### src/rtl/fetch_decode_ctrl_if.sv
// fetch_decode_ctrl_if
// Bundles the instruction handshake and the decoded control/datapath signals
// of fetch_decode_ctrl.
//   master : the fetch/decode controller (drives instr_ready, pc, fields,
//            selects and strobes; receives instr, instr_valid, Zero)
//   slave  : the instruction source / datapath side
interface fetch_decode_ctrl_if;
  logic [31:0] instr;
  logic        instr_valid;
  logic        instr_ready;
  logic        Zero;
  logic [7:0]  pc;
  logic [4:0]  rs;
  logic [4:0]  rt;
  logic [4:0]  rd;
  logic [15:0] SEin;
  logic [3:0]  FuncCode;
  logic        Regsel;
  logic        ALUsel;
  logic        MemToRegSel;
  logic [1:0]  ALUOp;
  logic        MemWrite;
  logic        MemRead;
  logic        RegWrite;
  logic        illegal;

  modport master (
    input  instr, instr_valid, Zero,
    output instr_ready, pc, rs, rt, rd, SEin, FuncCode,
           Regsel, ALUsel, MemToRegSel, ALUOp,
           MemWrite, MemRead, RegWrite, illegal
  );

  modport slave (
    output instr, instr_valid, Zero,
    input  instr_ready, pc, rs, rt, rd, SEin, FuncCode,
           Regsel, ALUsel, MemToRegSel, ALUOp,
           MemWrite, MemRead, RegWrite, illegal
  );
endinterface

### src/rtl/fetch_decode_ctrl.sv
// fetch_decode_ctrl
// Multi-cycle fetch/decode controller for a small MIPS-like datapath.
// Ports:
//   clk    : system clock, all state on the rising edge
//   rst_n  : asynchronous active-low reset
//   bus    : fetch_decode_ctrl_if.master (instruction handshake, pc,
//            decoded fields, selects, ALUOp, memory/register strobes, illegal)
// Build option:
//   FETCH_DECODE_CTRL_BRANCH_EN defined -> BEQ supported (conditional pc jump);
//   undefined (default)               -> BEQ opcode treated as unsupported.
//
// state  | meaning
// FETCH  | waiting for instr_valid & instr_ready
// DECODE | fields/selects loaded from the latched instruction
// EXEC   | ALU step; BEQ samples Zero here
// MEM    | MemRead (LW) or MemWrite (SW)
// WB     | RegWrite
//
// Every output is a register loaded from the current state, so each output
// trails the state by one cycle.  instr_ready follows the same rule, and
// acceptance uses the registered instr_ready, never the raw state.
module fetch_decode_ctrl (
  input  logic                       clk,
  input  logic                       rst_n,
  fetch_decode_ctrl_if.master        bus
);

`ifdef FETCH_DECODE_CTRL_BRANCH_EN
  localparam logic BRANCH_EN = 1'b1;
`else
  localparam logic BRANCH_EN = 1'b0;
`endif

  localparam logic [5:0] OP_R    = 6'h00;
  localparam logic [5:0] OP_ADDI = 6'h08;
  localparam logic [5:0] OP_LW   = 6'h23;
  localparam logic [5:0] OP_SW   = 6'h2B;
  localparam logic [5:0] OP_BEQ  = 6'h04;

  typedef enum logic [2:0] {
    S_FETCH  = 3'd0,
    S_DECODE = 3'd1,
    S_EXEC   = 3'd2,
    S_MEM    = 3'd3,
    S_WB     = 3'd4
  } state_t;

  state_t      state_q, state_d;
  logic [31:0] instr_q, instr_d;
  logic [7:0]  pc_q, pc_d;
  logic        ready_q, ready_d;
  logic        illegal_q, illegal_d;
  logic [4:0]  rs_q, rs_d, rt_q, rt_d, rd_q, rd_d;
  logic [15:0] sein_q, sein_d;
  logic [3:0]  func_q, func_d;
  logic        regsel_q, regsel_d;
  logic        alusel_q, alusel_d;
  logic        memtoreg_q, memtoreg_d;
  logic [1:0]  aluop_q, aluop_d;
  logic        memwrite_q, memwrite_d;
  logic        memread_q, memread_d;
  logic        regwrite_q, regwrite_d;

  logic [5:0]  op;
  logic        op_legal;
  logic        accept;

  assign op     = instr_q[31:26];
  assign accept = bus.instr_valid & ready_q;

  always_comb begin
    op_legal = 1'b0;
    case (op)
      OP_R, OP_ADDI, OP_LW, OP_SW: op_legal = 1'b1;
      OP_BEQ:                      op_legal = BRANCH_EN;
      default:                     op_legal = 1'b0;
    endcase
  end

  // state register (and output registers)
  always_ff @(posedge clk or negedge rst_n) begin
    if (!rst_n) begin
      state_q    <= S_FETCH;
      instr_q    <= '0;
      pc_q       <= '0;
      ready_q    <= 1'b1;
      illegal_q  <= 1'b0;
      rs_q       <= '0;
      rt_q       <= '0;
      rd_q       <= '0;
      sein_q     <= '0;
      func_q     <= '0;
      regsel_q   <= 1'b0;
      alusel_q   <= 1'b0;
      memtoreg_q <= 1'b0;
      aluop_q    <= '0;
      memwrite_q <= 1'b0;
      memread_q  <= 1'b0;
      regwrite_q <= 1'b0;
    end else begin
      state_q    <= state_d;
      instr_q    <= instr_d;
      pc_q       <= pc_d;
      ready_q    <= ready_d;
      illegal_q  <= illegal_d;
      rs_q       <= rs_d;
      rt_q       <= rt_d;
      rd_q       <= rd_d;
      sein_q     <= sein_d;
      func_q     <= func_d;
      regsel_q   <= regsel_d;
      alusel_q   <= alusel_d;
      memtoreg_q <= memtoreg_d;
      aluop_q    <= aluop_d;
      memwrite_q <= memwrite_d;
      memread_q  <= memread_d;
      regwrite_q <= regwrite_d;
    end
  end

  // next-state logic
  always_comb begin
    state_d = state_q;
    case (state_q)
      S_FETCH:  if (accept) state_d = S_DECODE;
      S_DECODE: state_d = op_legal ? S_EXEC : S_FETCH;
      S_EXEC: begin
        case (op)
          OP_R, OP_ADDI: state_d = S_WB;
          OP_LW, OP_SW:  state_d = S_MEM;
          default:       state_d = S_FETCH;
        endcase
      end
      S_MEM:    state_d = (op == OP_LW) ? S_WB : S_FETCH;
      S_WB:     state_d = S_FETCH;
      default:  state_d = S_FETCH;
    endcase
  end

  // output logic
  always_comb begin
    instr_d    = accept ? bus.instr : instr_q;
    ready_d    = (state_q == S_FETCH) && !accept;
    pc_d       = pc_q;
    illegal_d  = illegal_q;
    rs_d       = rs_q;
    rt_d       = rt_q;
    rd_d       = rd_q;
    sein_d     = sein_q;
    func_d     = func_q;
    regsel_d   = regsel_q;
    alusel_d   = alusel_q;
    memtoreg_d = memtoreg_q;
    aluop_d    = aluop_q;
    memwrite_d = 1'b0;
    memread_d  = 1'b0;
    regwrite_d = 1'b0;

    if (accept) pc_d = pc_q + 8'd1;

    case (state_q)
      S_DECODE: begin
        rs_d       = instr_q[25:21];
        rt_d       = instr_q[20:16];
        rd_d       = instr_q[15:11];
        sein_d     = instr_q[15:0];
        func_d     = instr_q[3:0];
        regsel_d   = 1'b0;
        alusel_d   = 1'b0;
        memtoreg_d = 1'b0;
        aluop_d    = 2'b00;
        case (op)
          OP_R: begin
            regsel_d = 1'b1;
            aluop_d  = 2'b10;
          end
          OP_ADDI, OP_SW: alusel_d = 1'b1;
          OP_LW: begin
            alusel_d   = 1'b1;
            memtoreg_d = 1'b1;
          end
          OP_BEQ: aluop_d = BRANCH_EN ? 2'b01 : 2'b00;
          default: ;
        endcase
        if (!op_legal) illegal_d = 1'b1;
      end
      S_EXEC: begin
        // pc already holds the incremented value; the offset is added on top
        if (BRANCH_EN && (op == OP_BEQ) && bus.Zero)
          pc_d = pc_q + instr_q[7:0];
      end
      S_MEM: begin
        memread_d  = (op == OP_LW);
        memwrite_d = (op == OP_SW);
      end
      S_WB:    regwrite_d = 1'b1;
      default: ;
    endcase
  end

  assign bus.instr_ready = ready_q;
  assign bus.pc          = pc_q;
  assign bus.rs          = rs_q;
  assign bus.rt          = rt_q;
  assign bus.rd          = rd_q;
  assign bus.SEin        = sein_q;
  assign bus.FuncCode    = func_q;
  assign bus.Regsel      = regsel_q;
  assign bus.ALUsel      = alusel_q;
  assign bus.MemToRegSel = memtoreg_q;
  assign bus.ALUOp       = aluop_q;
  assign bus.MemWrite    = memwrite_q;
  assign bus.MemRead     = memread_q;
  assign bus.RegWrite    = regwrite_q;
  assign bus.illegal     = illegal_q;

endmodule

### src/flat_wrapper.sv
// flat-port wrapper written by rule: the top's interface ports become plain ports
module fetch_decode_ctrl_flat 
  (clk, rst_n, bus_instr, bus_instr_valid, bus_Zero, bus_instr_ready, bus_pc, bus_rs, bus_rt, bus_rd, bus_SEin, bus_FuncCode, bus_Regsel, bus_ALUsel, bus_MemToRegSel, bus_ALUOp, bus_MemWrite, bus_MemRead, bus_RegWrite, bus_illegal);
  fetch_decode_ctrl_if bus_i ();
  input  logic clk;
  input  logic rst_n;
  input wire logic [$bits(bus_i.instr)-1:0] bus_instr;
  input wire logic [$bits(bus_i.instr_valid)-1:0] bus_instr_valid;
  input wire logic [$bits(bus_i.Zero)-1:0] bus_Zero;
  output wire logic [$bits(bus_i.instr_ready)-1:0] bus_instr_ready;
  output wire logic [$bits(bus_i.pc)-1:0] bus_pc;
  output wire logic [$bits(bus_i.rs)-1:0] bus_rs;
  output wire logic [$bits(bus_i.rt)-1:0] bus_rt;
  output wire logic [$bits(bus_i.rd)-1:0] bus_rd;
  output wire logic [$bits(bus_i.SEin)-1:0] bus_SEin;
  output wire logic [$bits(bus_i.FuncCode)-1:0] bus_FuncCode;
  output wire logic [$bits(bus_i.Regsel)-1:0] bus_Regsel;
  output wire logic [$bits(bus_i.ALUsel)-1:0] bus_ALUsel;
  output wire logic [$bits(bus_i.MemToRegSel)-1:0] bus_MemToRegSel;
  output wire logic [$bits(bus_i.ALUOp)-1:0] bus_ALUOp;
  output wire logic [$bits(bus_i.MemWrite)-1:0] bus_MemWrite;
  output wire logic [$bits(bus_i.MemRead)-1:0] bus_MemRead;
  output wire logic [$bits(bus_i.RegWrite)-1:0] bus_RegWrite;
  output wire logic [$bits(bus_i.illegal)-1:0] bus_illegal;
  assign bus_i.instr = bus_instr;
  assign bus_i.instr_valid = bus_instr_valid;
  assign bus_i.Zero = bus_Zero;
  assign bus_instr_ready = bus_i.instr_ready;
  assign bus_pc = bus_i.pc;
  assign bus_rs = bus_i.rs;
  assign bus_rt = bus_i.rt;
  assign bus_rd = bus_i.rd;
  assign bus_SEin = bus_i.SEin;
  assign bus_FuncCode = bus_i.FuncCode;
  assign bus_Regsel = bus_i.Regsel;
  assign bus_ALUsel = bus_i.ALUsel;
  assign bus_MemToRegSel = bus_i.MemToRegSel;
  assign bus_ALUOp = bus_i.ALUOp;
  assign bus_MemWrite = bus_i.MemWrite;
  assign bus_MemRead = bus_i.MemRead;
  assign bus_RegWrite = bus_i.RegWrite;
  assign bus_illegal = bus_i.illegal;
  fetch_decode_ctrl u_core (.clk(clk), .rst_n(rst_n), .bus(bus_i));
endmodule
### config.mk
export PLATFORM = sky130hd
export DESIGN_NAME = fetch_decode_ctrl_flat
export DESIGN_NICKNAME = d
export VERILOG_FILES = /design/src/rtl/fetch_decode_ctrl_if.sv /design/src/rtl/fetch_decode_ctrl.sv /design/src/flat_wrapper.sv
export SDC_FILE = /design/constraint.sdc
export NUM_CORES = 1
export LEC_CHECK = 0
export CELL_PAD_IN_SITES_DETAIL_PLACEMENT = 0
export CELL_PAD_IN_SITES_GLOBAL_PLACEMENT = 1
export CORE_MARGIN = 1.5
export CORE_UTILIZATION = 37
export CTS_CLUSTER_SIZE = 24
export DETAILED_ROUTE_END_ITERATION = 12
export PLACE_DENSITY = 0.83
export SLEW_MARGIN = 15
export SYNTH_ARGS = -nofsm -noshare
export SYNTH_HDL_FRONTEND = slang
export SYNTH_SLANG_ARGS = --single-unit
### constraint.sdc
create_clock -name clk -period 2.4 [get_ports clk]
set_clock_uncertainty 0.15 [all_clocks]
set_input_delay 0.48 -clock clk [delete_from_list [all_inputs] [get_ports clk]]
set_output_delay 0.48 -clock clk [all_outputs]
set_load 0.01 [all_outputs]
# After elaboration in Yosys (flattened, before gate mapping)
# Cells that the tools add are included.
[op_classes]
n_addsub = 1
n_mul = 0
n_div = 0
magnitude_cmp = 0
n_eq_ne = 8
n_shift = 0
muxes = 13
n_bitwise = 2
reduce_logical = 9
[op_table]
columns = ["op", "n"]
rows = [
  ["equality test 6 bit (second input constant)", 2],
  ["case mux 3 bit (4 select lines)", 1],
  ["adder 8 x 1 -> 8 bit (second input constant)", 1],
  ["2-to-1 mux 1 bit", 7],
  ["equality test 3 x 2 -> 1 bit (second input constant)", 2],
  ["equality test 6 x 4 -> 1 bit (second input constant)", 1],
  ["zero test 6 bit", 1],
  ["2-to-1 mux 3 bit", 2],
  ["case mux 3 bit (2 select lines)", 1],
  ["2-to-1 mux 2 bit", 2],
  ["OR reduction 2 bit", 2],
  ["OR reduction 4 bit", 1],
  ["equality test 3 x 1 -> 1 bit (second input constant)", 1],
  ["equality test 3 bit (second input constant)", 1],
  ["zero test 3 bit", 1],
  ["OR reduction 3 bit", 1],
  ["inequality test 2 x 1 -> 1 bit (second input constant)", 1],
  ["AND reduction 2 bit", 1],
  ["bitwise AND 1 bit", 1],
  ["logical AND 1 bit", 1],
  ["zero test 1 bit", 1],
  ["NOT 1 bit", 1],
]
[totals]
reg_bits = 88
latch_bits = 0
ram_bits = 0
mem_bits_ro = 0
output_inout_bits = 53
elab_cells = 50
mem_count = 0

# Longest topological paths before layout
# Gate-level depths: netlist of the first run.
[depth]
word_depth = 5
ltp_mapped = 6

# Worst setup path before layout of the first run
# Ideal clock, no wire load.
[synth_path]
kind = "register to register"
from = "register u_core.ready_q (netlist: u_core.bus.instr_ready)"
to = "register u_core.instr_q[26]"
setup_ns = 0.125
t_arrival_ns = 1.431
t_required_ns = 2.125
slack_ns = 0.694
stages_incl_launch_ff = 5
period_less_slack_ns = 1.706
path_cell_list = "dfstp_2 -> and2_1 -> buf_2 -> buf_2 -> mux2_2"
[synth_via]
elab_chain_cells = 1
[synth_rtl]
columns = ["item", "line_no", "rtl"]
rows = [
  ["start, declared", "fetch_decode_ctrl.sv:51", "logic ready_q, ready_d;"],
  ["start signal, assigned", "fetch_decode_ctrl.sv:104", "ready_q <= ready_d;"],
  ["bitwise AND 1 bit", "fetch_decode_ctrl.sv:69", "assign accept = bus.instr_valid & ready_q;"],
  ["end signal, assigned", "fetch_decode_ctrl.sv:102", "instr_q <= instr_d;"],
  ["end, declared", "fetch_decode_ctrl.sv:49", "logic [31:0] instr_q, instr_d;"],
]
# No other way between the ends.
# A chain may end at the register's enable or synchronous reset.

# Final worst setup path of the first run
[layout_path]
from = "register u_core.ready_q (netlist: u_core.bus.instr_ready)"
to = "output port bus_instr_ready"
[layout_lines]
columns = ["item", "line_no", "rtl"]
rows = [
  ["end, declared", "flat_wrapper.sv:10", "output wire logic [$bits(bus_i.instr_ready)-1:0] bus_instr_ready;"],
]
# No word-level cell between the ends.

==> summary.txt, run 1 <==
Run status
  – Status: finished clean

Global route
  – Global Route Usage Sum: 0.146
  – Global-route wire length before repair: 9920 um
  – Remaining global-route overflow: 0
  – Largest net degree at the start of global routing: 43
  – Initial antenna violation count: 0
  – Vias in the first global route: 2,100

Clock network
  – Clock buffer depth: 2
  – Hold-fix buffer count after cts: 1
  – Buffer count from post-CTS setup fixing: 0
  – Clock sinks: 77
  – Clock slew seen by the registers of the worst setup and hold paths: 0.08 ns
  – Cts repair resizes: 0
  – CTS Root Cell: clkbuf_8
  – CTS buffer count: 9
  – Clk Latency, worst-skew pair: 0.34 ns
  – # H-tree levels: 3
  – TritonCTS clock tree: built

Power and ir drop
  – Sw Ratio: 0.311
  – Net switching power: 1.60 mW
  – Pwr Total: 5.16 mW
  – Maximum VDD drop: 0.509 mV
  – Lkg Pwr: 1.87 nW
  – Seq pwr share: 0.427
  – Clock share of power: 0.214
  – Internal power: 3.56 mW
  – PD cells: 1220 nW/um^2
  – Comb pwr share: 0.359

Setup path
  – Crit end category: output pin
  – CP max-delay cell: dfstp_2
  – Crit path largest cell delay: 0.54 ns
  – Critical path, cell by cell: clkdlybuf4s50_1
  – Worst path arrival time: 1.41 ns
  – Crit start category: register
  – CP bufs+invs: 1
  – Worst EP required: 1.77 ns
  – Class of the most critical setup path: register to output pin
  – CP Max Fanout: 3
  – Critical path's top delay family: flip-flops

Synthesis
  – Post-Syn Instances: 265
  – Biggest area consumer among synthesized cells: dfrtp_1
  – Yosys cell types: 36
  – Synth Warn #: 0
  – Register area share after synthesis: 0.620
  – Largest cells by area after synthesis: dfrtp_1 61%, mux2_2 12%, nand2_1 10%
  – Synth Cell Area: 3110 um^2
  – Seq cells post-synth: 77
  – Mapped Nets: 302
  – Post-Syn Area per Cell: 11.7 um^2
  – Yosys top cell area share: 0.612

Finish
  – Design area: 4250 um^2
  – Layout area overhead: 36.6%
  – Multi-input gate area: 1010 um^2
  – Fillers: 743
  – Sequential Area: 1930 um^2
  – Most common cell after layout, fill and taps aside: nand2_1
  – Fraction of layout cells with a size suffix above 1: 0.175
  – Most frequent cells in the layout: 86 x nand2_1, 85 x clkdlybuf4s50_1, 76 x dfrtp_1, 32 x mux2_2, 11 x clkbuf_8
  – # diodes: 0
  – Final Core Density: 0.519
  – Final net count: 381

Routing
  – 1st-iter DRT viols: 99
  – DR pass1 iterations: 4
  – DRT antenna net count: 0
  – WL per Instance: 13.2 um
  – Total number of vias: 2,110
  – Drc violations: 0
  – Avg Vias per Cell: 4.65
  – DRT Wirelength: 6000 um

STA
  – Final period utilization: 0.850
  – F_max: 490 MHz
  – Crit path time final: 2.04 ns
  – Max transition margin: 0.642
  – Worst Tran Pin Value: 0.537 ns
  – Final Hold Violating Endpoints: 0
  – Worst setup margin: 0.360 ns
  – Final Slew Violations: 0
  – RSZ-0062 raised after global routing: false
  – Final setup fails: 0
  – Setup TNS: 0 ns

Die
  – Core Region: 8180 um^2
  – DIE WIDTH: 94.7 um
  – Die outline height: 94.7 um
  – Die area: 8960 um^2
  – Initial Utilization: 0.380
  – Top Ports: 89
  – Core Rows: 33

Place
  – Post-Place Worst Slack: 0.338 ns
  – Final GP Congestion: 0.707
  – I/O Buffers: 86
  – Placed cell areas: 4000 um^2
  – HPWL Detailed: 4110 um

Min path
  – Worst hold path type: register to register

Job
  – Max Cap Violations: 0
==> layer usage <==
layer,global-route usage,share of wire
met1,0.187,0.45
met2,0.234,0.49
met4,0.0672,0.011
met5,0,0
met3,0.0354,0.051
==> kinds of logic after synthesis <==
family                     after synthesis  share of synthesized area
muxes                                   32                      0.116
adders and majority gates                1                    0.00403
xor gates and xnor gates                 7                     0.0197
DFF                                     77                      0.620
other                                    1                    0.00121
buffers and inverters                   26                     0.0547
AOI/OAI and AO/OA                       10                     0.0250
and+or+nand+nor                        111                      0.159
==> worst reg2reg max path: stages (launching register included) <==
cell and delay [ns]:
dfrtp_1 0.50, nor3b_4 0.45, buf_4 0.35, nand2_1 0.11, nand2_1 0.06
==> final timing paths <==
| kind | start | end | slack [ns] | depth (start not counted) |
|---|---|---|---|---|
| setup / recovery | u_core.bus.instr_ready | bus_instr_ready | 0.36 | 1 |
| hold / removal | u_core.instr_q[20] | u_core.bus.rt[4] | 0.32 | 2 |
| setup reg to reg | u_core.state_q[0] | u_core.bus.rs[0] | 0.72 | 4 |
| hold reg to reg | u_core.instr_q[20] | u_core.bus.rt[4] | 0.32 | 2 |
| max in group asynchronous | rst_n | u_core.bus.instr_ready | 0.94 | 3 |
| min in group asynchronous | rst_n | u_core.instr_q[11] | 0.51 | 2 |
==> cell usage after synthesis <==
cell	count
nand2_1	86
dfrtp_1	76
mux2_2	32
buf_4	12
buf_2	10
xnor2_1	6
nand4_1	5
nor3_1	4
a21oi_1	3
and3_1	2
buf_6	2
nand2b_1	2
nand3b_1	2
a211oi_1	1
a31o_2	1
and2_1	1
and4_1	1
clkbuf_1	1
conb_1	1
dfstp_2	1
ha_1	1
inv_1	1
nand2_2	1
nand3_1	1
nand4b_1	1
nor2_1	1
nor3b_1	1
nor3b_4	1
nor4_1	1
o211ai_1	1
o21ai_0	1
o21ai_1	1
o31ai_1	1
o31ai_4	1
or3b_1	1
xor2_1	1
==> layout make-up <==
cell class | count | area share
Clock buffer | 11 | 0.0357
Clock inverter | 5 | 0.0192
Inverter | 1 | 0.000884
Multi-Input combinational cell | 162 | 0.238
Sequential cell | 77 | 0.454
Tap cell | 105 | 0.0309
Timing Repair Buffer | 93 | 0.221
==> power groups by stage <==
stage | Sequential [mW] | Combinational (mW) | Clock, mW
floorplan | 2.28 | 0.944 | 0
global placement | 2.21 | 1.84 | 0
detailed placement | 2.24 | 1.88 | 0
CTS | 2.21 | 1.89 | 1.15
global route | 2.28 | 2.04 | 1.20
finish | 2.20 | 1.85 | 1.11
==> registers in the layout (all words and copies together), names as in the netlist <==
register                flops
u_core.bus.ALUOp            1
u_core.bus.ALUsel           1
u_core.bus.FuncCode         3
u_core.bus.MemRead          1
u_core.bus.MemToRegSel      1
u_core.bus.MemWrite         1
u_core.bus.RegWrite         1
u_core.bus.SEin            13
u_core.bus.illegal          1
u_core.bus.instr_ready      1
u_core.bus.pc               8
u_core.bus.rs               5
u_core.bus.rt               5
u_core.instr_q             32
u_core.state_q              3
==> per-stage QoR <==
step | instances | hold WS, ns
CTS | 454 | 0.319
finish | 454 | 0.316
floorplan | 265 | 0.0344
detailed placement | 437 | 0.300
global route | 454 | 0.328
global placement | 437 | 0.292
Power figures use the tool's default switching activity.
==> inputs of run 2 (changes only) <==
--- a/config.mk
+++ b/config.mk
@@ -12,6 +12,7 @@
 export CTS_CLUSTER_SIZE = 24
 export DETAILED_ROUTE_END_ITERATION = 12
 export PLACE_DENSITY = 0.83
+export SETUP_SLACK_MARGIN = 0.15
 export SLEW_MARGIN = 15
 export SYNTH_ARGS = -nofsm -noshare
 export SYNTH_HDL_FRONTEND = slang
==> constraint.sdc (replaced) <==
create_clock -name clk -period 1.95 [get_ports clk]
set_clock_uncertainty 0.15 [all_clocks]
set_input_delay 0.39 -clock clk [delete_from_list [all_inputs] [get_ports clk]]
set_output_delay 0.39 -clock clk [all_outputs]
set_load 0.01 [all_outputs]
==> run 2 against run 1 <==
Effect of this change: routed wire length increased by 3.3%; cell area increased by 4.0%; power increased by 27%; worst hold slack got worse by 0.0031 ns; combinational power increased by 23%; core utilization increased by 2.1 points; global-route usage increased by 0.14 points; register-to-register slack got worse by 0.32 ns; sequential power increased by 20%.
==> summary.txt, run 2 (synthesis gave the netlist of run 1 again) <==
Routing
  – Drc violations: 0 (unchanged)
  – Avg Vias per Cell: 4.62 (-0.60%)
  – DRT antenna net count: 0 (unchanged)
  – 1st-iter DRT viols: 61 (-38%)
  – WL per Instance: 13.4 um (+1.3%)
  – Total number of vias: 2,139 (+1.4%)
  – DRT Wirelength: 6200 um (+3.3%)
  – DR pass1 iterations: 4 (unchanged)

STA
  – RSZ-0062 raised after global routing: false
  – Worst setup margin: 0.261 ns (-0.0986 ns)
  – Final setup fails: 0 (unchanged)
  – Final period utilization: 0.866
  – Crit path time final: 1.69 ns
  – Final Hold Violating Endpoints: 0 (unchanged)
  – Final Slew Violations: 0 (unchanged)
  – Setup TNS: 0 ns (unchanged)
  – F_max: 592 MHz

Clock network
  – Clk Latency, worst-skew pair: 0.34 ns (about the same)
  – # H-tree levels: 3 (unchanged)
  – CTS buffer count: 9 (unchanged)
  – Clock sinks: 77 (unchanged)
  – Clock slew seen by the registers of the worst setup and hold paths: 0.07 ns (about the same)
  – TritonCTS clock tree: built
  – CTS Root Cell: clkbuf_8
  – Clock buffer depth: 2 (unchanged)

Die
  – DIE WIDTH: 94.7 um (unchanged)
  – Die outline height: 94.7 um (unchanged)
  – Die area: 8960 um^2 (unchanged)
  – Core Region: 8180 um^2 (unchanged)
  – Initial Utilization: 0.380 (unchanged)
  – Top Ports: 89 (unchanged)
  – Core Rows: 33 (unchanged)

Global route
  – Global Route Usage Sum: 0.148 (+0.00137)
  – Remaining global-route overflow: 0 (unchanged)
  – Largest net degree at the start of global routing: 42 (-2.3%)
  – Initial antenna violation count: 0 (unchanged)
  – Vias in the first global route: 2,142 (+2.0%)
  – Global-route wire length before repair: 9960 um (+0.41%)

Setup path
  – Worst R2R Path Depth: 3 (-1)
  – Class of the most critical setup path: register to output pin
  – Critical path's top delay family: flip-flops
  – Worst reg2reg path startpoint: u_core.state_q[2]
  – CP max-delay cell: dfstp_2
  – Worst EP required: 1.41 ns (-0.36 ns)
  – Crit start category: register
  – Setup slack, reg-to-reg: 0.40 ns (-0.32 ns)
  – CP bufs+invs: 1 (unchanged)
  – Worst path arrival time: 1.15 ns (-0.26 ns)
  – Critical path, cell by cell: dlygate4sd2_1
  – Crit end category: output pin
  – CP Max Fanout: 3 (unchanged)
  – Crit path largest cell delay: 0.54 ns (about the same)
  – R2R Path End: u_core.bus.ALUOp[1]

Place
  – HPWL Detailed: 4200 um (+2.2%)
  – Post-Place Worst Slack: 0.0318 ns (-0.306 ns)
  – Placed cell areas: 4050 um^2 (+1.3%)
  – I/O Buffers: 86 (unchanged)
  – Dpl cells: 442 (+1.1%)
  – Final GP Congestion: 0.708 (about the same)

Min path
  – Worst hold path type: register to register
  – Min-delay src: u_core.instr_q[8]
  – WHS Endpoint: u_core.bus.SEin[8]
  – Hold path cells: 2 (unchanged)

Power and ir drop
  – Lkg Pwr: 2.35 nW (+26%)
  – Maximum VDD drop: 0.534 mV (+4.7%)
  – PD cells: 1490 nW/um^2 (+22%)

Finish
  – Design area: 4420 um^2 (+4.0%)
  – Largest register FFs: 32 (unchanged)
  – # diodes: 0 (unchanged)
  – Most common cell after layout, fill and taps aside: nand2_1
  – Layout area overhead: 42.1%
  – Final net count: 391 (+2.6%)
  – Final Core Density: 0.540 (+0.0210)
  – Most frequent cells in the layout: 86 x nand2_1, 75 x dfrtp_1, 33 x clkdlybuf4s50_1, 32 x mux2_2
  – Fin cells: 463 (+2.0%)
  – Fraction of layout cells with a size suffix above 1: 0.198 (+0.0235)
  – Biggest register: u_core.instr_q

Job
  – Max Cap Violations: 0 (unchanged)

Run status
  – Status: finished clean
## run 2: cell count changes in the layout (fill, tap and decap cells not counted), moves of 2 or more
cell | before | now
bufinv_16 | 2 | 5
buf_4 | 5 | 14
clkbuf_8 | 11 | 9
dlymetal6s2s_1 | 0 | 26
dlygate4sd2_1 | 0 | 26
clkdlybuf4s50_1 | 85 | 33
## run 2: layer usage
metal  track usage  wire length [um]  vias up  share of wire
met2         0.245              3000       54           0.48
met1         0.179              2740     1041           0.44
met3        0.0427               364       11          0.059
met5             0                 0        -              0
li1              -                 -     1033              -
met4        0.0597                92        0          0.015
## run 2: area by class of cell
class	instances	area [um^2]
fillers	729	3760
clock buffers	9	124
multi-input cells	162	1010
clock inverters	6	159
repair buffers	103	1060
well taps	105	131
flip-flops and latches	77	1930
inverters	1	3.75
## run 2: metrics by stage
stage,hold WS [ns],power [mW]
final,0.313,6.57
after global routing,0.339,7.02
after CTS,0.318,6.71
after detailed placement,0.195,5.11
after global placement,0.185,5.03
after floorplan,-0.0556,3.96
## run 2: worst max path at each step
stage | to | slack (ns) | start | depth (start not counted)
CTS | bus_illegal | 0.15 | u_core.bus.illegal | 1
global placement | u_core.instr_q[9] | 0.06 | bus_instr_valid | 4
detailed placement | u_core.instr_q[10] | 0.03 | bus_instr_valid | 4
floorplan | u_core.instr_q[26] | 0.24 | u_core.bus.instr_ready | 4
finish | bus_instr_ready | 0.26 | u_core.bus.instr_ready | 1
global route | bus_instr_ready | 0.21 | u_core.bus.instr_ready | 1
## run 2: timing repair
item,4_1_cts,5_1_grt
endpoints found under the hold margin,26,0
hold buffers,1,0
setup buffers,5,0
endpoints found under the setup margin,32,26
cloned,0,0
resized for setup,27,26
## run 2: power by group
group	internal, mW	switching (mW)	total [mW]
Sequential	2.26	0.366	2.63
Combinational	1.22	1.05	2.27
Clock	1.11	0.567	1.67
Total	4.59	1.98	6.57
==> inputs of run 3 (changes only) <==
--- a/config.mk
+++ b/config.mk
@@ -17,3 +17,4 @@
 export SYNTH_ARGS = -nofsm -noshare
 export SYNTH_HDL_FRONTEND = slang
 export SYNTH_SLANG_ARGS = --single-unit
+export TNS_END_PERCENT = 30
==> run 3 against run 2 <==
Effect of this change: critical path depth is the same; combinational power grew 7%; register-to-register slack about the same; final cell count stayed put; global-route usage about the same; core utilization about the same; worst hold slack better by 0.00073 ns; routed wire length down 0.47%; worst setup slack worse by 0.11 ns; die area unchanged; critical path type unchanged.
==> summary.txt, run 3 (synthesis gave the netlist of run 1 again) <==
Place
  – Final GP Congestion: 0.708 (unchanged)
  – I/O Buffers: 86 (unchanged)
  – HPWL Detailed: 4200 um (unchanged)

Setup path
  – Crit start category: register
  – Setup slack, reg-to-reg: 0.39 ns (about the same)
  – Worst Setup SP: u_core.bus.MemToRegSel
  – Critical path, cell by cell: clkdlybuf4s50_1
  – Class of the most critical setup path: register to output pin
  – Worst R2R Path Depth: 3 (unchanged)
  – Crit path largest cell delay: 0.56 ns (+0.02 ns)
  – Worst path arrival time: 1.26 ns (+0.11 ns)
  – Worst EP required: 1.41 ns (about the same)
  – Crit end category: output pin
  – CP Max Fanout: 2 (-1)
  – Critical path's top delay family: buffers and inverters
  – CP bufs+invs: 1 (unchanged)
  – R2R Path End: u_core.bus.ALUOp[1]
  – Worst reg2reg path startpoint: u_core.state_q[2]
  – CP max-delay cell: clkdlybuf4s50_1

Min path
  – Worst hold path type: register to register
  – Hold path cells: 2 (unchanged)
  – Min-delay src: u_core.instr_q[8]
  – WHS Endpoint: u_core.bus.SEin[8]

STA
  – F_max: 556 MHz (-6.2%)
  – Final setup fails: 0 (unchanged)
  – Final Hold Violating Endpoints: 0 (unchanged)
  – Final period utilization: 0.923 (+0.0570)
  – Hold slack: 0.314 ns (+0.000725 ns)
  – Crit path time final: 1.80 ns (+0.111 ns)
  – Final Slew Violations: 0 (unchanged)
  – Setup TNS: 0 ns (unchanged)
  – RSZ-0062 raised after global routing: true

Routing
  – Avg Vias per Cell: 4.65 (+0.61%)
  – Drc violations: 0 (unchanged)
  – 1st-iter DRT viols: 64 (+4.9%)
  – DRT Wirelength: 6170 um (-0.47%)
  – DR pass1 iterations: 4 (unchanged)
  – Total number of vias: 2,152 (+0.61%)
  – DRT antenna net count: 0 (unchanged)
  – WL per Instance: 13.3 um (-0.47%)

Die
  – Initial Utilization: 0.380 (unchanged)
  – Core Rows: 33 (unchanged)
  – Top Ports: 89 (unchanged)
  – DIE WIDTH: 94.7 um (unchanged)
  – Die outline height: 94.7 um (unchanged)
  – Core Region: 8180 um^2 (unchanged)
  – Die area: 8960 um^2 (unchanged)

Finish
  – Largest register FFs: 32 (unchanged)
  – Layout area overhead: 42.0% (about the same)
  – Most common cell after layout, fill and taps aside: nand2_1
  – Biggest register: u_core.instr_q
  – Most frequent cells in the layout: 86 x nand2_1, 75 x dfrtp_1, 66 x clkdlybuf4s50_1, 32 x mux2_2
  – Fraction of layout cells with a size suffix above 1: 0.198 (unchanged)
  – # diodes: 0 (unchanged)
  – Final Core Density: 0.540 (about the same)
  – Final net count: 391 (unchanged)

Clock network
  – Clock slew seen by the registers of the worst setup and hold paths: 0.08 ns (about the same)
  – CTS buffer count: 9 (unchanged)
  – CTS Root Cell: clkbuf_8
  – # H-tree levels: 3 (unchanged)
  – TritonCTS clock tree: built
  – Clock buffer depth: 2 (unchanged)
  – Clock sinks: 77 (unchanged)
  – Clk Latency, worst-skew pair: 0.34 ns (about the same)

Global route
  – Global-route wire length before repair: 10,000 um (+0.42%)
  – Vias in the first global route: 2,159 (+0.79%)
  – Largest net degree at the start of global routing: 42 (unchanged)
  – Remaining global-route overflow: 0 (unchanged)
  – Global Route Usage Sum: 0.148 (+0.000343)
  – Initial antenna violation count: 0 (unchanged)

Power and ir drop
  – PD cells: 1530 nW/um^2 (+2.6%)
  – Lkg Pwr: 2.14 nW (-9.0%)
  – Maximum VDD drop: 0.541 mV (+1.3%)

Run status
  – Status: finished clean

Job
  – Max Cap Violations: 0 (unchanged)
## run 3: cell type report
class,instances,area [um^2]
fill,721,3760
multi-input combinational,162,1010
inverter,1,3.75
timing repair buffer,103,1050
clock inverter,6,159
sequential,77,1930
tap,105,131
clock buffer,9,124
## run 3: routing by layer
| metal | share of wire | global-route usage | vias to the layer above | wire length, um |
|---|---|---|---|---|
| met1 | 0.44 | 0.179 | 1046 | 2720 |
| li1 | - | - | 1035 | - |
| met4 | 0.015 | 0.0597 | 0 | 92 |
| met2 | 0.49 | 0.246 | 60 | 3000 |
| met3 | 0.058 | 0.0427 | 11 | 359 |
| met5 | 0 | 0 | - | 0 |
## run 3: report_power, final
part           internal, mW  total (mW)  switching (mW)
combinational          1.37        2.42            1.04
sequential             2.26        2.64           0.376
clock                  1.11        1.68           0.569
total                  4.75        6.73            1.99
## run 3: repair_timing
item / CTS / global route
hold endpoints to repair: 26 / 0
resized for setup: 6 / 14
buffers inserted: 5 / 0
endpoints found under the setup margin: 32 / 47
hold buffers: 1 / 0
## run 3: tightest hold or removal path, cell delays in order (launching register included)
cell and delay [ns]:
dfrtp_1 0.34, nand2_1 0.05, nand2_1 0.05
## run 3: metrics by stage
stage / instances / setup slack, ns / cell area [um^2] / total power, mW
after global routing: 463 / 0.104 / 4410 / 7.19
after global placement: 442 / 0.0595 / 4050 / 5.03
after detailed placement: 442 / 0.0318 / 4050 / 5.11
after floorplan: 265 / 0.244 / 3110 / 3.96
final: 463 / 0.150 / 4410 / 6.73
after CTS: 463 / 0.111 / 4380 / 6.85
## run 3: worst max path at each step
| stage | end | depth (start not counted) |
|---|---|---|
| 3_5_place_dp | u_core.instr_q[10] | 4 |
| 6_report | bus_MemToRegSel | 1 |
| 4_1_cts | bus_pc[7] | 1 |
| 5_1_grt | bus_rd[1] | 1 |
| 3_3_place_gp | u_core.instr_q[9] | 4 |
| 2_1_floorplan | u_core.instr_q[26] | 4 |
